File: src/rtl/apb_master_bridge.sv
// Single-outstanding APB initiator: valid/ready request -> APB SETUP/ACCESS -> valid/ready response.
// Latency: psel 1 cycle after acceptance, penable 2, rsp_valid 3 (+1 per wait state); 4-cycle peak period.
// Backpressure: req_ready low from acceptance until the response handshake; the response is held until rsp_ready.
//
// Ports: clk/rstn (async active-low reset); req_* request stream in; rsp_* response stream out
// (rsp_err 00 ok, 01 slave error, 10 timeout); psel/penable/paddr/pwrite/pwdata/prdata/pready/pslverr APB.
module apb_master_bridge #(
    parameter int AW      = 32,
    parameter int DW      = 32,
    parameter int TIMEOUT = 16
) (
    input  logic          clk,
    input  logic          rstn,
    input  logic          req_valid,
    output logic          req_ready,
    input  logic [AW-1:0] req_addr,
    input  logic          req_write,
    input  logic [DW-1:0] req_wdata,
    output logic          rsp_valid,
    input  logic          rsp_ready,
    output logic [DW-1:0] rsp_rdata,
    output logic [1:0]    rsp_err,
    output logic          psel,
    output logic          penable,
    output logic [AW-1:0] paddr,
    output logic          pwrite,
    output logic [DW-1:0] pwdata,
    input  logic [DW-1:0] prdata,
    input  logic          pready,
    input  logic          pslverr
);

    localparam int CW = (TIMEOUT < 1) ? 1 : $clog2(TIMEOUT + 1);
    // Counter value on the last permitted wait cycle; unused when TIMEOUT is 0.
    localparam logic [CW-1:0] CNT_LAST  = (TIMEOUT < 1) ? '0 : CW'(TIMEOUT - 1);
    // Word-aligns the APB address (byte lanes [1:0] always zero).
    localparam logic [AW-1:0] ADDR_MASK = ~AW'(3);

    localparam logic [1:0] ERR_OK  = 2'b00;
    localparam logic [1:0] ERR_SLV = 2'b01;
    localparam logic [1:0] ERR_TMO = 2'b10;

    typedef enum logic [1:0] {
        ST_IDLE,
        ST_SETUP,
        ST_ACCESS,
        ST_RESP
    } state_t;

    state_t        state, state_nxt;
    logic [CW-1:0] wait_cnt, wait_cnt_nxt;
    logic          req_ready_nxt;
    logic          rsp_valid_nxt;
    logic [DW-1:0] rsp_rdata_nxt;
    logic [1:0]    rsp_err_nxt;
    logic          psel_nxt;
    logic          penable_nxt;
    logic [AW-1:0] paddr_nxt;
    logic          pwrite_nxt;
    logic [DW-1:0] pwdata_nxt;

    always_ff @(posedge clk or negedge rstn) begin
        if (!rstn) begin
            state     <= ST_IDLE;
            wait_cnt  <= '0;
            req_ready <= 1'b0;
            rsp_valid <= 1'b0;
            rsp_rdata <= '0;
            rsp_err   <= ERR_OK;
            psel      <= 1'b0;
            penable   <= 1'b0;
            paddr     <= '0;
            pwrite    <= 1'b0;
            pwdata    <= '0;
        end else begin
            state     <= state_nxt;
            wait_cnt  <= wait_cnt_nxt;
            req_ready <= req_ready_nxt;
            rsp_valid <= rsp_valid_nxt;
            rsp_rdata <= rsp_rdata_nxt;
            rsp_err   <= rsp_err_nxt;
            psel      <= psel_nxt;
            penable   <= penable_nxt;
            paddr     <= paddr_nxt;
            pwrite    <= pwrite_nxt;
            pwdata    <= pwdata_nxt;
        end
    end

    // Every output is a register; this block only computes their next values.
    always_comb begin
        state_nxt     = state;
        wait_cnt_nxt  = wait_cnt;
        req_ready_nxt = req_ready;
        rsp_valid_nxt = rsp_valid;
        rsp_rdata_nxt = rsp_rdata;
        rsp_err_nxt   = rsp_err;
        psel_nxt      = psel;
        penable_nxt   = penable;
        paddr_nxt     = paddr;
        pwrite_nxt    = pwrite;
        pwdata_nxt    = pwdata;

        case (state)
            ST_IDLE: begin
                // Coming out of reset req_ready is still 0, so nothing is
                // accepted until it has been raised for one clock.
                req_ready_nxt = 1'b1;
                if (req_valid && req_ready) begin
                    state_nxt     = ST_SETUP;
                    req_ready_nxt = 1'b0;
                    psel_nxt      = 1'b1;
                    penable_nxt   = 1'b0;
                    paddr_nxt     = req_addr & ADDR_MASK;
                    pwrite_nxt    = req_write;
                    pwdata_nxt    = req_write ? req_wdata : '0;
                    wait_cnt_nxt  = '0;
                end
            end

            ST_SETUP: begin
                state_nxt   = ST_ACCESS;
                penable_nxt = 1'b1;
            end

            ST_ACCESS: begin
                if (pready) begin
                    // pslverr only matters on the completing cycle.
                    state_nxt     = ST_RESP;
                    psel_nxt      = 1'b0;
                    penable_nxt   = 1'b0;
                    rsp_valid_nxt = 1'b1;
                    rsp_err_nxt   = pslverr ? ERR_SLV : ERR_OK;
                    rsp_rdata_nxt = (!pwrite && !pslverr) ? prdata : '0;
                end else if ((TIMEOUT != 0) && (wait_cnt == CNT_LAST)) begin
                    // Stuck slave: give up; a late pready lands in RESP/IDLE and is ignored.
                    state_nxt     = ST_RESP;
                    psel_nxt      = 1'b0;
                    penable_nxt   = 1'b0;
                    rsp_valid_nxt = 1'b1;
                    rsp_err_nxt   = ERR_TMO;
                    rsp_rdata_nxt = '0;
                end else if (TIMEOUT != 0) begin
                    wait_cnt_nxt = wait_cnt + 1'b1;
                end
            end

            ST_RESP: begin
                if (rsp_ready) begin
                    state_nxt     = ST_IDLE;
                    rsp_valid_nxt = 1'b0;
                    req_ready_nxt = 1'b1;
                end
            end

            default: begin
                state_nxt = ST_IDLE;
            end
        endcase
    end

endmodule

File: config.mk
export PLATFORM = sky130hd
export DESIGN_NAME = apb_master_bridge
export DESIGN_NICKNAME = d
export VERILOG_FILES = /design/src/rtl/apb_master_bridge.sv
export SDC_FILE = /design/constraint.sdc
export NUM_CORES = 1
export LEC_CHECK = 0
export ABC_AREA = 1
export CORE_UTILIZATION = 37
export DETAILED_ROUTE_END_ITERATION = 6
export PLACE_DENSITY = 0.79
export SYNTH_ARGS = -nofsm -noshare
export SYNTH_HDL_FRONTEND = slang
export SYNTH_SLANG_ARGS = --single-unit
File: constraint.sdc
create_clock -name clk -period 1.65 [get_ports clk]
set_clock_uncertainty 0.15 [all_clocks]
set_input_delay 0.33 -clock clk [delete_from_list [all_inputs] [get_ports clk]]
set_output_delay 0.33 -clock clk [all_outputs]
set_load 0.05 [all_outputs]
# Word-level counts from Yosys, hierarchy flattened
# Cells that the tools add are included.
# Widths: inputs -> output; s select.
[word_totals]
reg_bits = 108
latchBits = 0
ram_bits = 0
romBits = 0
wordCells = 68
n_memories = 0
[op_classes]
addsub = 1
multipliers = 0
div = 0
magnitude_cmp = 0
n_eq_ne = 9
n_shift = 0
n_mux = 29
bitwise_logic = 0
reduce_logical = 18
[ops]
columns = ["operator", "n"]
rows = [
  ["$mux 32", 4],
  ["$mux 5", 3],
  ["$mux 2", 6],
  ["$reduce_and 3->1", 4],
  ["$mux 1", 10],
  ["$pmux 5 s2", 1],
  ["$ne 2x2->1 const B", 4],
  ["$pmux 2 s4", 1],
  ["$reduce_bool 2->1", 4],
  ["$pmux 1 s2", 3],
  ["$reduce_and 2->1", 3],
  ["$add 5x1->5 const B", 1],
  ["$eq 5x4->1 const B", 1],
  ["$eq 2x2->1 const B", 2],
  ["$reduce_and 4->1", 1],
  ["$ne 3x3->1 const B", 1],
  ["$pmux 1 s3", 1],
  ["$reduce_bool 3->1", 1],
  ["$eq 2x1->1 const B", 1],
  ["$logic_and 1x1->1", 2],
  ["$logic_not 1->1", 2],
  ["$logic_not 2->1", 1],
]

# Longest topological paths before layout
# Gate-level depths: netlist (run 1).
[logic_depth]
depth_word = 4
ltp_mapped = 10
ltp_nobuf = 10

# Worst setup path after synthesis (run 1)
# No wires, ideal clock.
[synth_timing]
path_kind = "flip-flop to flip-flop"
startpoint = "register wait_cnt[0]"
endpoint = "register rsp_err[0]"
t_arrival_ns = 1.467
path_slack_ns = -0.049
stages_incl_launch_ff = 9
n_path_buf = 1
synth_period_minus_slack_ns = 1.699
cell_sequence = "dfrtp_1 > ha_1 > nand2_1 > nor2_1 > ha_1 > o21ai_2 > buf_2 > nand2_1 > o21ai_0"
[synth_between]
elab_chain_len = 3
[synth_rtl]
columns = ["element", "line", "rtl"]
rows = [
  ["start, declared", "51", "logic [CW-1:0] wait_cnt, wait_cnt_nxt;"],
  ["start signal, assigned", "77", "wait_cnt <= wait_cnt_nxt;"],
  ["$eq 5x4->1", "135", "end else if ((TIMEOUT != 0) && (wait_cnt == CNT_LAST)) begin"],
  ["$reduce_bool 2->1 (no source line)", "-", ""],
  ["$reduce_and 2->1 (no source line)", "-", ""],
  ["end signal, assigned", "81", "rsp_err <= rsp_err_nxt;"],
  ["end, declared", "22", "output logic [1:0] rsp_err,"],
]
# Every way passes these cells.
# A chain may end at the register's enable or synchronous reset.

# Worst setup path after layout (run 1)
[layout_timing]
startpoint = "register wait_cnt[1]"
endpoint = "register wait_cnt[2]"
[layout_between]
elab_chain_len = 4
elab_cells_between_ends = 7
[layout_rtl]
columns = ["element", "line", "rtl"]
rows = [
  ["$add 5x1->5", "144", "wait_cnt_nxt = wait_cnt + 1'b1;"],
  ["$mux 5", "135", ""],
  ["$mux 5", "127", "if (pready) begin"],
  ["$pmux 5 s2", "104", "case (state)"],
]
# Several ways; a longest one is shown, not always the timed one. The select of a mux whose other input is x is not followed.

==> key figures, run 1 <==
Critical path
  • Worst path top cell family by delay: flip-flops
  • Kind of critical path: reg2reg
  • Max incr delay on CP: about 0.4 ns
  • Worst EP arrival: approximately 1.8 ns
  • Critical Path RT: around 1.7 ns
  • Buf+Inv Stages, Crit Path: 1
  • Crit-path max FO: 4
  • Crit end category: register
  • Crit start category: register
  • CP max stage cell: dfrtp_1
  • CP Cell Sequence: ha_2, nand2_2, nor2_2, ha_4, o21ai_4, buf_6, nand2_4, nand2_1, o21ai_1

Clocking
  • CTS buffer count: 9
  • Reg clk slew, reported paths: roughly 0.060 ns
  • H-tree lvl count: 3
  • CTS tree: yes
  • Root buf cell: clkbuf_16
  • Clock sink count: around 110
  • Clock buffer depth: 2
  • Clock Latency Late Sink: 0.35 ns

Cells and area
  • NumNets Final: slightly above 800
  • Final core utilization: 0.705
  • Fillers: a little over 800
  • Final non-filler cell total: around 860
  • Area delta synth->final: 82.8%
  • Layout cells sized above 1: 0.236
  • Post-route cell area: 8150 µm²
  • Diodes inserted: 0

Run status
  • Status: finished with violations
  • Failing checks: design-rule violations, negative setup slack

Route
  • WL per Instance: roughly 15 µm
  • Iteration-0 DRC Markers: between 200 and 250
  • Drt total wl: about 13,000 µm
  • Via-to-Cell Ratio: around 4.7
  • Remaining DRCs: 19
  • First drt pass iteration count: 7
  • Vias: slightly above 4,000
  • Antenna-violating nets left: 0

Floorplanning
  • I/O pins: slightly above 200
  • Core region area: roughly 12,000 µm²
  • Starting Density: 0.386
  • Die height: between 100 and 150 µm
  • Die width: 112 µm
  • Core Rows: 39
  • Die area: 12,500 µm²

Global routing
  • Vias in the first global route: approximately 4,100
  • GRT Residual Overflow: 0
  • GRT Overall Usage: 0.213
  • Global-route wire length before repair: 20,700 µm
  • Initial antenna violation count: 1
  • Pin count of the biggest net entering global routing: 78

Synth
  • Top post-synthesis cells by area: dfrtp_1 61%, nand2_1 18%, o21ai_0 7.6%, inv_1 3.8%, ha_1 2.0%
  • Netlist cell types: 24
  • Post-synth top cells: 219 x nand2_1, 108 x dfrtp_1, 68 x o21ai_0
  • Mean post-synth cell area: just under 9 µm²
  • Sequential-to-total area share from yosys stat: 0.606
  • EDFF count, synth: 0
  • Count leader, synth: nand2_1
  • YS warnings: 0
  • Share of the synthesized area in the top cell type: 0.606
  • Primary FF master, synth: dfrtp_1
  • Synth Cell Area: approximately 4500 µm²
  • Post-synth ARST share: 1.00
  • Top cell type by total area after synthesis: dfrtp_1
  • Synthesis-stage register bit count: about 110
  • Cells after synthesis: roughly 500

Placement
  • IO buf count: 201
  • Placed standard-cell area: around 7700 µm²
  • RePlAce Congestion: between 0.8 and 0.9
  • Post-Place Cells: 837
  • Placement Setup Slack: -0.127 ns
  • Dpl hpwl: ~9500 µm

STA
  • Peak Freq: roughly 580 MHz
  • Final setup fails: 38
  • Setup TNS: -2.04 ns
  • Max-slew violations: 0
  • Final hold viol count: 0
  • Min Tclk post-route: about 1.7 ns
  • Final worst slack: -0.0874 ns
  • Unrepaired setup endpoints after global routing: true
  • Tcrit/Tclk final: 1.05

Power
  • Peak VDD IR: approximately 0.0011 V
  • Pwr Density: roughly 2200 nW/µm²
  • Cell leakage power: around 3.9 nW

Min path
  • Hold crit path type: in2reg

Run
  • Max-cap violation count: 0
per-stage QoR:
| stage | power [mW] | hold slack (ns) |
|---|---|---|
| 4_1_cts | 18.2 | 0.364 |
| 3_3_place_gp | 15.7 | 0.242 |
| 2_1_floorplan | 9.89 | -0.116 |
| 6_report | 18.2 | 0.374 |
| 5_1_grt | 19.0 | 0.378 |
| 3_5_place_dp | 15.9 | 0.249 |
placed cells by master, fill, tap and decap left out, types with 4 or more instances in the layout:
cell type	count
o21ai_0	37
buf_12	106
dfrtp_1	108
clkbuf_16	9
nand2_1	209
o21ai_2	6
nand2_2	6
clkdlybuf4s50_1	99
o21ai_1	33
inv_1	42
nand2_4	4
buf_4	15
where the power goes:
part	total (mW)	internal, mW	leakage (nW)	switching (mW)
registers	5.02	3.77	1.40	1.25
logic	11.2	5.22	2.38	5.94
clock network	2.00	1.09	0.135	0.907
area by class of cell:
| cell class | instances | area (µm²) | area share |
|---|---|---|---|
| well taps | 143 | 179 | 0.0219 |
| clock inverters | 2 | 10.0 | 0.00123 |
| inverters | 46 | 175 | 0.0215 |
| multi-input cells | 322 | 1550 | 0.191 |
| flip-flops and latches | 108 | 2700 | 0.331 |
| repair buffers | 224 | 3270 | 0.401 |
| clock buffers | 13 | 260 | 0.0319 |
worst paths after layout:
check | slack (ns) | depth (start not counted) | endpoint | startpoint
max reg2reg | -0.09 | 9 | wait_cnt[2] | wait_cnt[1]
min in group asynchronous | 0.47 | 3 | rsp_rdata[19] | rstn
min | 0.37 | 3 | paddr[27] | req_addr[27]
min reg2reg | 0.38 | 2 | wait_cnt[4] | wait_cnt[4]
max in group asynchronous | 0.57 | 3 | pwdata[27] | rstn
max | -0.09 | 9 | wait_cnt[2] | wait_cnt[1]
logic make-up (layout without fill, tap and decap cells):
group,count (synthesis),after routing,share of synthesized area
compound gates,80,80,0.0962
fa+ha+maj,7,7,0.0196
buf+inv,72,285,0.0746
flops,108,108,0.606
mux,1,1,0.00224
other cells,1,2,0.000840
simple gates,232,232,0.201
per-layer routing:
layer	GRT usage	routed length, µm	vias to the layer above
met2	0.364	6420	177
li1	-	-	1959
met4	0.101	370	2
met5	0	17	-
met3	0.0621	1110	31
met1	0.245	5080	1901
flip-flops by register name, summed over array words and instances (netlist names):
signal,flops
penable,1
req_ready,1
state,2
rsp_err,2
wait_cnt,5
rsp_rdata,32
psel,1
paddr,30
rsp_valid,1
pwdata,32
pwrite,1
timing repair:
item	in CTS	in global routing
setup buffers	3	2
hold buffers	1	0
hold endpoints to repair	108	0
resized for setup	28	39
endpoints found under the setup margin	42	106
pin swaps	1	6
gates cloned	1	0
worst register-to-register path, stage by stage, from the launching register on:
cell and delay (ns):
dfrtp_1 0.39, ha_2 0.20, nand2_2 0.08, nor2_2 0.05, ha_4 0.18, o21ai_4 0.24
buf_6 0.15, nand2_4 0.06, nand2_1 0.06, o21ai_1 0.05
Note: power is estimated with default switching activity, not from simulation.
==> inputs of run 2 (changes only) <==
REMOVE_ABC_BUFFERS = 1   (was default)
==> run 2 against run 1 <==
Net effect:
- the run still ends with design-rule violations, negative setup slack left
- combinational power is essentially flat
- largest cell class unchanged
- clock power shrank 4%
- critical path type unchanged
- first-iteration DRC count grew 7.9%
==> key figures, run 2 (same netlist as run 1, synthesis figures left out) <==
Cells and area
  • Commonest non-fill, non-tap cell in the layout: nand2_1
  • Final core utilization: 0.705
  • Layout cells sized above 1: 0.226
  • Largest regs: pwdata: 32 flops, rsp_rdata: 32 flops, paddr: 30 flops
  • Fillers: around 800
  • Area delta synth->final: 82.8%
  • Diodes inserted: 0
  • Most frequent cells in the layout: 210 x nand2_1, 108 x buf_12, 107 x dfrtp_1
  • NumNets Final: slightly above 800
  • Post-route cell area: between 8000 and 9000 µm²
  • Final non-filler cell total: 860

Power
  • Cell leakage power: just under 4 nW
  • Final Total Pwr: roughly 18 mW
  • Pwr Density: about 2200 nW/µm²
  • Peak VDD IR: 0.00155 V

Placement
  • Placed standard-cell area: ~7700 µm²
  • Dpl hpwl: roughly 9100 µm
  • Post-Place Cells: 836
  • IO buf count: ~200
  • RePlAce Congestion: ~0.85

Route
  • First drt pass iteration count: 7
  • Antenna-violating nets left: 0
  • Vias: 4,084
  • Iteration-0 DRC Markers: approximately 230
  • WL per Instance: approximately 15 µm
  • Drt total wl: roughly 13,000 µm
  • Via-to-Cell Ratio: around 4.7
  • Remaining DRCs: 11

Run
  • Max-cap violation count: 0

Run status
  • Status: finished with violations
  • Failing checks: design-rule violations, negative setup slack

STA
  • Tcrit/Tclk final: 1.07
  • Min Tclk post-route: approximately 1.8 ns
  • Peak Freq: roughly 570 MHz
  • Final worst slack: -0.111 ns
  • Final hold viol count: 0
  • Max-slew violations: 0
  • Final setup fails: 40
  • Unrepaired setup endpoints after global routing: true

Floorplanning
  • Starting Density: 0.386
  • Die height: around 110 µm
  • Core Rows: 39
  • Core region area: 11,600 µm²
  • I/O pins: around 200
  • Die width: 112 µm
  • Die area: 12,500 µm²

Global routing
  • GRT Residual Overflow: 0
  • Global-route wire length before repair: 20,600 µm
  • Vias in the first global route: about 4,200
  • GRT Overall Usage: 0.210
  • Initial antenna violation count: 0
  • Pin count of the biggest net entering global routing: 69

Critical path
  • CP max stage cell: dfrtp_1
  • Max incr delay on CP: around 0.39 ns
  • Worst path top cell family by delay: flip-flops
  • CP Cell Sequence: ha_2, nand2_2, nor2_2, ha_4, o21ai_4, buf_4, clkbuf_16, nand2_1, o21ai_1
  • Kind of critical path: reg2reg
  • Reg-to-reg startpoint: wait_cnt[1]
  • CP startpoint: wait_cnt[1]
  • Crit-path max FO: 8
  • Crit start category: register
  • Critical Path RT: ~1.8 ns
  • Buf+Inv Stages, Crit Path: 2
  • Crit end category: register
  • Worst EP arrival: approximately 1.9 ns

Clocking
  • CTS buffer count: 9
  • Clock buffer depth: 2
  • Reg clk slew, reported paths: 0.07 ns
  • Clock Latency Late Sink: approximately 0.34 ns
  • Clock sink count: 108
  • CTS tree: yes
  • Root buf cell: clkbuf_16
  • H-tree lvl count: 3

Min path
  • Hold crit path type: in2reg
  • Hold_sp: req_addr[27]
[run 2: cell count changes in the layout (fill, tap and decap cells not counted), moves of 3 or more]
cell | previous run | this run
o21ai_1 | 33 | 40
o21ai_0 | 37 | 32
nand2_4 | 4 | 0
nand2_2 | 6 | 9
nor2_1 | 3 | 6
[run 2: what timing repair did]
item | in CTS | in global routing
setup buffers | 3 | 4
hold buffers | 1 | 0
resized for setup | 51 | 13
setup endpoints to repair | 44 | 58
endpoints found under the hold margin | 108 | 0
gates cloned | 1 | 2
pin swaps | 2 | 3
[run 2: per-layer routing]
metal / vias to the layer above / track usage / wire, µm
li1: 1955 / - / -
met1: 1934 / 0.238 / 5010
met2: 160 / 0.367 / 6750
met3: 35 / 0.0506 / 883
met4: 0 / 0.107 / 510
met5: - / 0 / 0
[run 2: report_power, final]
group | internal [mW] | leakage [nW] | switching [mW]
clock network | 1.01 | 0.126 | 0.907
registers | 3.78 | 1.40 | 1.24
logic | 5.27 | 2.39 | 5.93
total | 10.1 | 3.92 | 8.08
[run 2: final timing paths]
path | endpoint | slack, ns | depth (start not counted)
min | paddr[27] | 0.37 | 3
max | rsp_rdata[3] | -0.11 | 9
min in group asynchronous | paddr[25] | 0.40 | 3
max in group asynchronous | paddr[18] | 0.52 | 3
min reg2reg | wait_cnt[4] | 0.39 | 2
max reg2reg | rsp_rdata[3] | -0.11 | 9
[run 2: area by class of cell]
cell class	count	area, µm²	area share
repair buffers	226	3340	0.410
flip-flops and latches	108	2700	0.331
multi-input cells	322	1510	0.185
clock buffers	12	236	0.0290
well taps	143	179	0.0219
inverters	46	175	0.0215
clock inverters	3	15.0	0.00184
[run 2: worst reg2reg max path: stages (launching register included)]
cell       delay [ns]
dfrtp_1          0.39
ha_2             0.21
nand2_2          0.09
nor2_2           0.06
ha_4             0.17
o21ai_4          0.20
buf_4            0.17
clkbuf_16        0.15
nand2_1          0.05
o21ai_1          0.07
[run 2: through the flow]
stage	hold WS [ns]	setup TNS, ns	worst slack (ns)
after floorplan	-0.116	-43.28	-0.635
after global placement	0.222	-1.74	-0.0862
after detailed placement	0.230	-5.19	-0.139
after CTS	0.358	-3.24	-0.0995
after global routing	0.369	-5.32	-0.164
final	0.371	-2.37	-0.111
